## src/rtl/midori64_round_sequencer.sv

```systemverilog
// rtl/midori64_round_sequencer.sv - control FSM for the masked pipelined Midori64 round core
//
// Ports:
//   clk, reset      system clock, synchronous active-high reset
//   start / ready   new-encryption handshake (input shares valid while start=1)
//   rnd_valid       PRNG offers a fresh mask word this cycle
//   rnd_ack         mask word consumed this cycle
//   load_sel        core selects input shares instead of round feedback
//   core_en         core state / Sbox pipeline register enable
//   round, stage    current round index and Sbox pipeline stage index
//   last_round      running the final round
//   out_valid       ciphertext shares valid; held until out_ready
//   busy            sequencer not idle
module midori64_round_sequencer #(
    parameter int SBOX_STAGES = 4,
    parameter int NUM_ROUNDS  = 16
) (
    input  logic       clk,
    input  logic       reset,
    input  logic       start,
    output logic       ready,
    input  logic       rnd_valid,
    output logic       rnd_ack,
    output logic       load_sel,
    output logic       core_en,
    output logic [3:0] round,
    output logic [2:0] stage,
    output logic       last_round,
    output logic       out_valid,
    input  logic       out_ready,
    output logic       busy
);

    typedef enum logic [1:0] {
        S_IDLE,
        S_LOAD,
        S_RUN,
        S_HOLD
    } state_t;

    localparam logic [3:0] ROUND_LAST = 4'(NUM_ROUNDS - 1);
    localparam logic [2:0] STAGE_LAST = 3'(SBOX_STAGES - 1);

    state_t     state_q, state_d;
    logic [3:0] round_q, round_d;
    logic [2:0] stage_q, stage_d;

    always_ff @(posedge clk) begin
        if (reset) begin
            state_q <= S_IDLE;
            round_q <= 4'd0;
            stage_q <= 3'd0;
        end else begin
            state_q <= state_d;
            round_q <= round_d;
            stage_q <= stage_d;
        end
    end

    always_comb begin
        state_d   = state_q;
        round_d   = round_q;
        stage_d   = stage_q;
        ready     = 1'b0;
        load_sel  = 1'b0;
        core_en   = 1'b0;
        rnd_ack   = 1'b0;
        out_valid = 1'b0;

        case (state_q)
            S_IDLE: begin
                ready   = 1'b1;
                round_d = 4'd0;
                stage_d = 3'd0;
                if (start) begin
                    state_d = S_LOAD;
                end
            end
            S_LOAD: begin
                load_sel = 1'b1;
                core_en  = 1'b1;
                round_d  = 4'd0;
                stage_d  = 3'd0;
                state_d  = S_RUN;
            end
            S_RUN: begin
                // Every pipeline advance needs a fresh mask word; without one the core stalls.
                if (rnd_valid) begin
                    core_en = 1'b1;
                    rnd_ack = 1'b1;
                    if (stage_q == STAGE_LAST) begin
                        if (round_q == ROUND_LAST) begin
                            // Final step: counters keep their last values for observation in HOLD.
                            state_d = S_HOLD;
                        end else begin
                            stage_d = 3'd0;
                            round_d = round_q + 4'd1;
                        end
                    end else begin
                        stage_d = stage_q + 3'd1;
                    end
                end
            end
            S_HOLD: begin
                out_valid = 1'b1;
                if (out_ready) begin
                    state_d = S_IDLE;
                    round_d = 4'd0;
                    stage_d = 3'd0;
                end
            end
            default: begin
                state_d = S_IDLE;
            end
        endcase

        // Keep the core and PRNG untouched while reset is asserted, even mid-encryption.
        if (reset) begin
            load_sel  = 1'b0;
            core_en   = 1'b0;
            rnd_ack   = 1'b0;
            out_valid = 1'b0;
        end
    end

    assign round      = round_q;
    assign stage      = stage_q;
    assign busy       = (state_q != S_IDLE);
    assign last_round = (state_q == S_RUN) && (round_q == ROUND_LAST);

endmodule

```

## config.mk

```make
export PLATFORM = sky130hd
export DESIGN_NAME = midori64_round_sequencer
export DESIGN_NICKNAME = d
export VERILOG_FILES = /design/src/rtl/midori64_round_sequencer.sv
export SDC_FILE = /design/constraint.sdc
export NUM_CORES = 1
export LEC_CHECK = 0
export ABC_AREA = 1
export BUFFER_PORTS_ARGS = -buffer_cell sky130_fd_sc_hd__buf_2
export CAP_MARGIN = 20
export CORE_MARGIN = 2
export CORE_UTILIZATION = 35
export DETAILED_ROUTE_END_ITERATION = 12
export SYNTH_ARGS = -nofsm -noshare
export SYNTH_HDL_FRONTEND = slang
export SYNTH_SLANG_ARGS = --single-unit
```

## constraint.sdc

```tcl
create_clock -name clk -period 2 [get_ports clk]
set_clock_uncertainty 0.1 [all_clocks]
set_input_delay 0.3 -clock clk [delete_from_list [all_inputs] [get_ports clk]]
set_output_delay 0.3 -clock clk [all_outputs]
set_load 0.01 [all_outputs]
```

# Yosys cells after proc, flatten, opt, wreduce, memory -nomap -nowiden
# Index checks and enable logic that the tools add are counted.
dict set report word_totals {
  word_cells 50
  output_inout_bits 14
  regBits 9
  inputBits 5
}
dict set report classes {
  mux 26
  n_eq_ne 12
  add_sub_neg 2
  reduce_logical 7
}
# op count
set ops {}
lappend ops {{two-way mux 4 bit} 4}
lappend ops {{two-way mux 3 bit} 4}
lappend ops {{one-hot mux 4 bit (3 select lines)} 1}
lappend ops {{two-way mux 2 bit} 5}
lappend ops {{!= test 2 bit, second input constant} 5}
lappend ops {{two-way mux 1 bit} 9}
lappend ops {{one-hot mux 3 bit (3 select lines)} 1}
lappend ops {{one-hot mux 2 bit (4 select lines)} 1}
lappend ops {{AND reduction 5 bit} 1}
lappend ops {{adder 4 x 1 -> 4 bit, second input constant} 1}
lappend ops {{equality test 2 bit, second input constant} 2}
lappend ops {{equality test 4 bit, second input constant} 1}
lappend ops {{AND reduction 4 bit} 1}
lappend ops {{adder 3 x 1 -> 3 bit, second input constant} 1}
lappend ops {{equality test 3 x 2 -> 1 bit, second input constant} 1}
lappend ops {{!= test 3 bit, second input constant} 1}
lappend ops {{AND reduction 3 bit} 1}
lappend ops {{equality test 2 x 1 -> 1 bit, second input constant} 1}
lappend ops {{zero test 2 bit} 1}
lappend ops {{!= test 2 x 1 -> 1 bit, second input constant} 1}
lappend ops {{one-hot mux 1 bit (2 select lines)} 1}
lappend ops {{nonzero test 2 bit} 1}
lappend ops {{OR reduction 2 bit} 1}
lappend ops {{logical AND 1 bit} 1}

# Depth between registers and ports, before layout
dict set report logic_depth {
  ltp_word 5
  mapped_depth 9
  depth_no_buf 9
}

# Least setup slack after synthesis
# Ideal clock, no wire load.
dict set report synth_timing {
  path_kind {register -> output}
  start {register state_q[0]}
  end {output port core_en}
  t_arrival_ns 1.339
  required_time_ns 1.600
  path_slack_ns 0.261
  n_path_buf 0
  path_stages_with_launch 7
  cell_sequence {dfxtp_1 > inv_1 > ha_1 > inv_1 > nor3_1 > nor2_1 > nor2_1}
}
dict set report synth_between {
  elab_chain_len 3
  elab_cells_between_ends 4
  classes_between {eq/ne (2); mux (2)}
}
# element line
set synth_rtl {}
lappend synth_rtl {{start: declaration} 44} ;# state_t state_q, state_d;
lappend synth_rtl {{start signal: assignment} 54} ;# state_q <= state_d;
lappend synth_rtl {{equality test 2 bit / equality test 2 x 1 -> 1 bit (equally long branches)} 70} ;# case (state_q)
lappend synth_rtl {{one-hot mux 1 bit (2 select lines) *} 70}
lappend synth_rtl {{two-way mux 1 bit *} 118} ;# if (reset) begin
lappend synth_rtl {{end: declaration} 25} ;# output logic core_en,
# Mark *: on every way between the ends. The rest lies on a longest branch, timed or not.

# Worst setup path after layout
# Same ends and word-level chain as after synthesis.

==> flow_summary_export.csv <==
group,metric,value,unit
route,drt-met1-wl,647,um
route,wl_per_cell,9.24,um
placed_design,place_congestion,0.774,
route,drc,0,
setup_path,rr_endpoint,"state_q[1]$_SDFFE_PP0P_",
layout,layout-drive-gt1-share,0.246,
setup_path,crit_path_max_incr_delay,0.33,ns
sta,hold_violations,0,
synth,synth-compound-area-share,0.0824,
layout,postLayoutCellArea,818,um^2
floorplanning,io_pins,19,
setup_path,ff2ff_setup_slack,0.49,ns
synth,synthCells,100,
sta,tightest_slew,0.285,ns
route,drt_iter0_drc,11,
global_routing,antenna_found_initial,0,
setup_path,critPathLaunch,"state_q[0]$_SDFFE_PP0P_",
clocking,postCtsSetupRepairBufs,0,
route,met3_length,53,um
setup_path,worstPathArrival,1.43,ns
layout,n_antenna_cell,0,
floorplanning,start_util,0.374,
setup_path,end_kind,"output pin",
placed_design,numPortBuffers,18,
layout,fin_nets,136,
setup_path,critical_path.slowest_cell,"dfxtp_1",
setup_path,cp_data_required_time,1.60,ns
setup_path,crit_chain,"inv_2 > ha_4 > inv_1 > nor3_2 > nor2_1 > nor2_1 > buf_2",
route,drt_wl_total,1360,um
sta,setup_ws,0.168,ns
clocking,cts_sinks,9,
synth,synth_cell_types,16,
global_routing,grt_max_degree,9,
flow_run,maxCapViolations,0,
floorplanning,core,0.00175,mm^2
clocking,clockRootBuffer,"clkbuf_4",
floorplanning,die-area,0.00223,mm^2
synth,synth_fa_ha_area_frac,0.153,
synth,synth_top_family_by_area,"simple AND/OR/NAND/NOR gates",
floorplanning,chipWidth,47.2,um
sta,setup_tns,0,ns
route,dr.max_layer_used,"met4",
synth,synthMuxAreaShare,0,
setup_path,critPathMaxFanout,5,
global_routing,grt_usage,0.162,
clocking,clockBufferDepth,2,
placed_design,place_ws,0.248,ns
global_routing,grt_first_pass_wirelength,2500,um
clocking,clkLatencyLatePin,0.26,ns
synth,avgSynthCellArea,6.53,um^2
layout,fin_util,0.469,
pwr,vdd_drop_max,611,uV
floorplanning,die_y,47.2,um
synth,synthXorXnorAreaFrac,0,
synth,synth_warnings,0,
clocking,tritoncts,"yes",
clocking,clk_pin_slew_worst_paths,0.07,ns
sta,grt_setup_unrepaired,"no",
hold_path,hp-class,"primary input to flop",
pwr,power_density,1120,mW/mm^2
global_routing,grt_pass1_vias,619,
synth,synth.net_count,113,
setup_path,crit_end,"core_en",
layout,syn2layout_area_growth,25.3,%
setup_path,crit_path_frequent_cell,"nor2_1",
layout,layout_common_cells,"inv_1, nor2_1, nand2_1",
global_routing,grt-ovfl-total,0,
setup_path,reg2reg_depth,9,
status,outcome,"complete, no violations",
sta,max_freq,546,MHz
clocking,numCtsBuffers,3,
layout,final_common_cell,"inv_1",
route,wl_met2,630,um
synth,yosys.area_share.simple,0.362,
sta,slew_headroom,0.810,
pwr,p_leak,0.430,nW
synth,ys_seq_area_frac,0.276,
route,vias,645,
synth,syn_area,653,um^2
sta,timing.final.crit_share,0.916,
route,routed_via_density,4.39,
sta,whs,0.186,ns
setup_path,worstReg2RegStart,"state_q[0]$_SDFFE_PP0P_",
sta,finalWorstPathRequiredPeriod,1.83,ns
synth,synth_seq_cells,9,
floorplanning,num_rows,15,
placed_design,hpwl,1090,um
placed_design,placed_area,774,um^2
route,drtPass1Iterations,6,
route,antenna_left,0,
setup_path,cp-start-kind,"flop",
sta,slew_violations,0,
setup_path,critPathKind,"flop to output pin",
sta,finalSetupViolations,0,
clocking,htreeDepth,1,
[worst min path at each step]
| stage | from | endpoint | cells past startpoint |
|---|---|---|---|
| floorplan | reset | round[2]$_SDFFE_PP0P_ | 1 |
| global placement | stage[2]$_SDFFE_PP0P_ | stage[2]$_SDFFE_PP0P_ | 2 |
| detailed placement | stage[2]$_SDFFE_PP0P_ | stage[2]$_SDFFE_PP0P_ | 2 |
| CTS | reset | round[2]$_SDFFE_PP0P_ | 2 |
| global route | reset | round[2]$_SDFFE_PP0P_ | 2 |
| finish | reset | round[2]$_SDFFE_PP0P_ | 2 |
[cell usage after synthesis]
| cell | number | area, um^2 |
|---|---|---|
| nor2_1 | 19 | 71.3 |
| o21ai_1 | 1 | 5.00 |
| a21oi_1 | 4 | 20.0 |
| clkinv_1 | 1 | 3.75 |
| nand3_1 | 4 | 20.0 |
| inv_1 | 21 | 78.8 |
| nor2_2 | 2 | 12.5 |
| nor3_1 | 1 | 5.00 |
| ha_1 | 8 | 100 |
| dfxtp_1 | 9 | 180 |
| o21ai_2 | 1 | 8.76 |
| nand4_1 | 3 | 18.8 |
| nand2_1 | 19 | 71.3 |
| nand3_2 | 2 | 20.0 |
| nand3_4 | 1 | 17.5 |
| o21ai_0 | 4 | 20.0 |
[critical path, delay by kind of cell, from the launching register on]
kind | cells | cell delay [ns]
flops | 1 | 0.33
simple gates | 3 | 0.33
fa+ha+maj | 1 | 0.17
buf+inv | 3 | 0.33
[report_power, final]
part / internal [mW] / total, mW / switching (mW)
Combinational: 0.189 / 0.515 / 0.326
Sequential: 0.217 / 0.259 / 0.0422
Clock: 0.0770 / 0.143 / 0.0665
[area by class of cell]
type | instances | area [um^2]
timing repair buffer | 18 | 90.1
clock buffer | 4 | 26.3
multi-input combinational | 69 | 408
sequential | 9 | 180
fill | 197 | 927
inverter | 22 | 82.6
tap | 25 | 31.3
[per-stage QoR]
step / power [mW] / cells
6_report: 0.917 / 147
5_1_grt: 1.03 / 147
4_1_cts: 0.909 / 147
3_5_place_dp: 0.754 / 143
3_3_place_gp: 0.748 / 143
2_1_floorplan: 0.619 / 100
[registers in the layout, indices dropped and copies added (netlist names)]
| register | cells |
|---|---|
| state_q | 2 |
| stage | 3 |
| round | 4 |
[cells by family (layout without fill, tap and decap cells)]
logic type | after synthesis | count (layout)
adders and majority gates | 8 | 8
buffers and inverters | 22 | 44
DFF | 9 | 9
and+or+nand+nor | 51 | 51
AOI/OAI and AO/OA | 10 | 10
[repair_timing]
action / CTS / global route
setup endpoints to repair: 1 / 1
gates resized for setup: 2 / 2
hold buffers: 0 / 0
[per-layer routing]
layer  up-vias  track usage
li1        353            -
met2         9        0.249
met4         0        0.106
met5         -            0
met1       279        0.183
met3         4       0.0692
(Power assumes the default switching activity.)
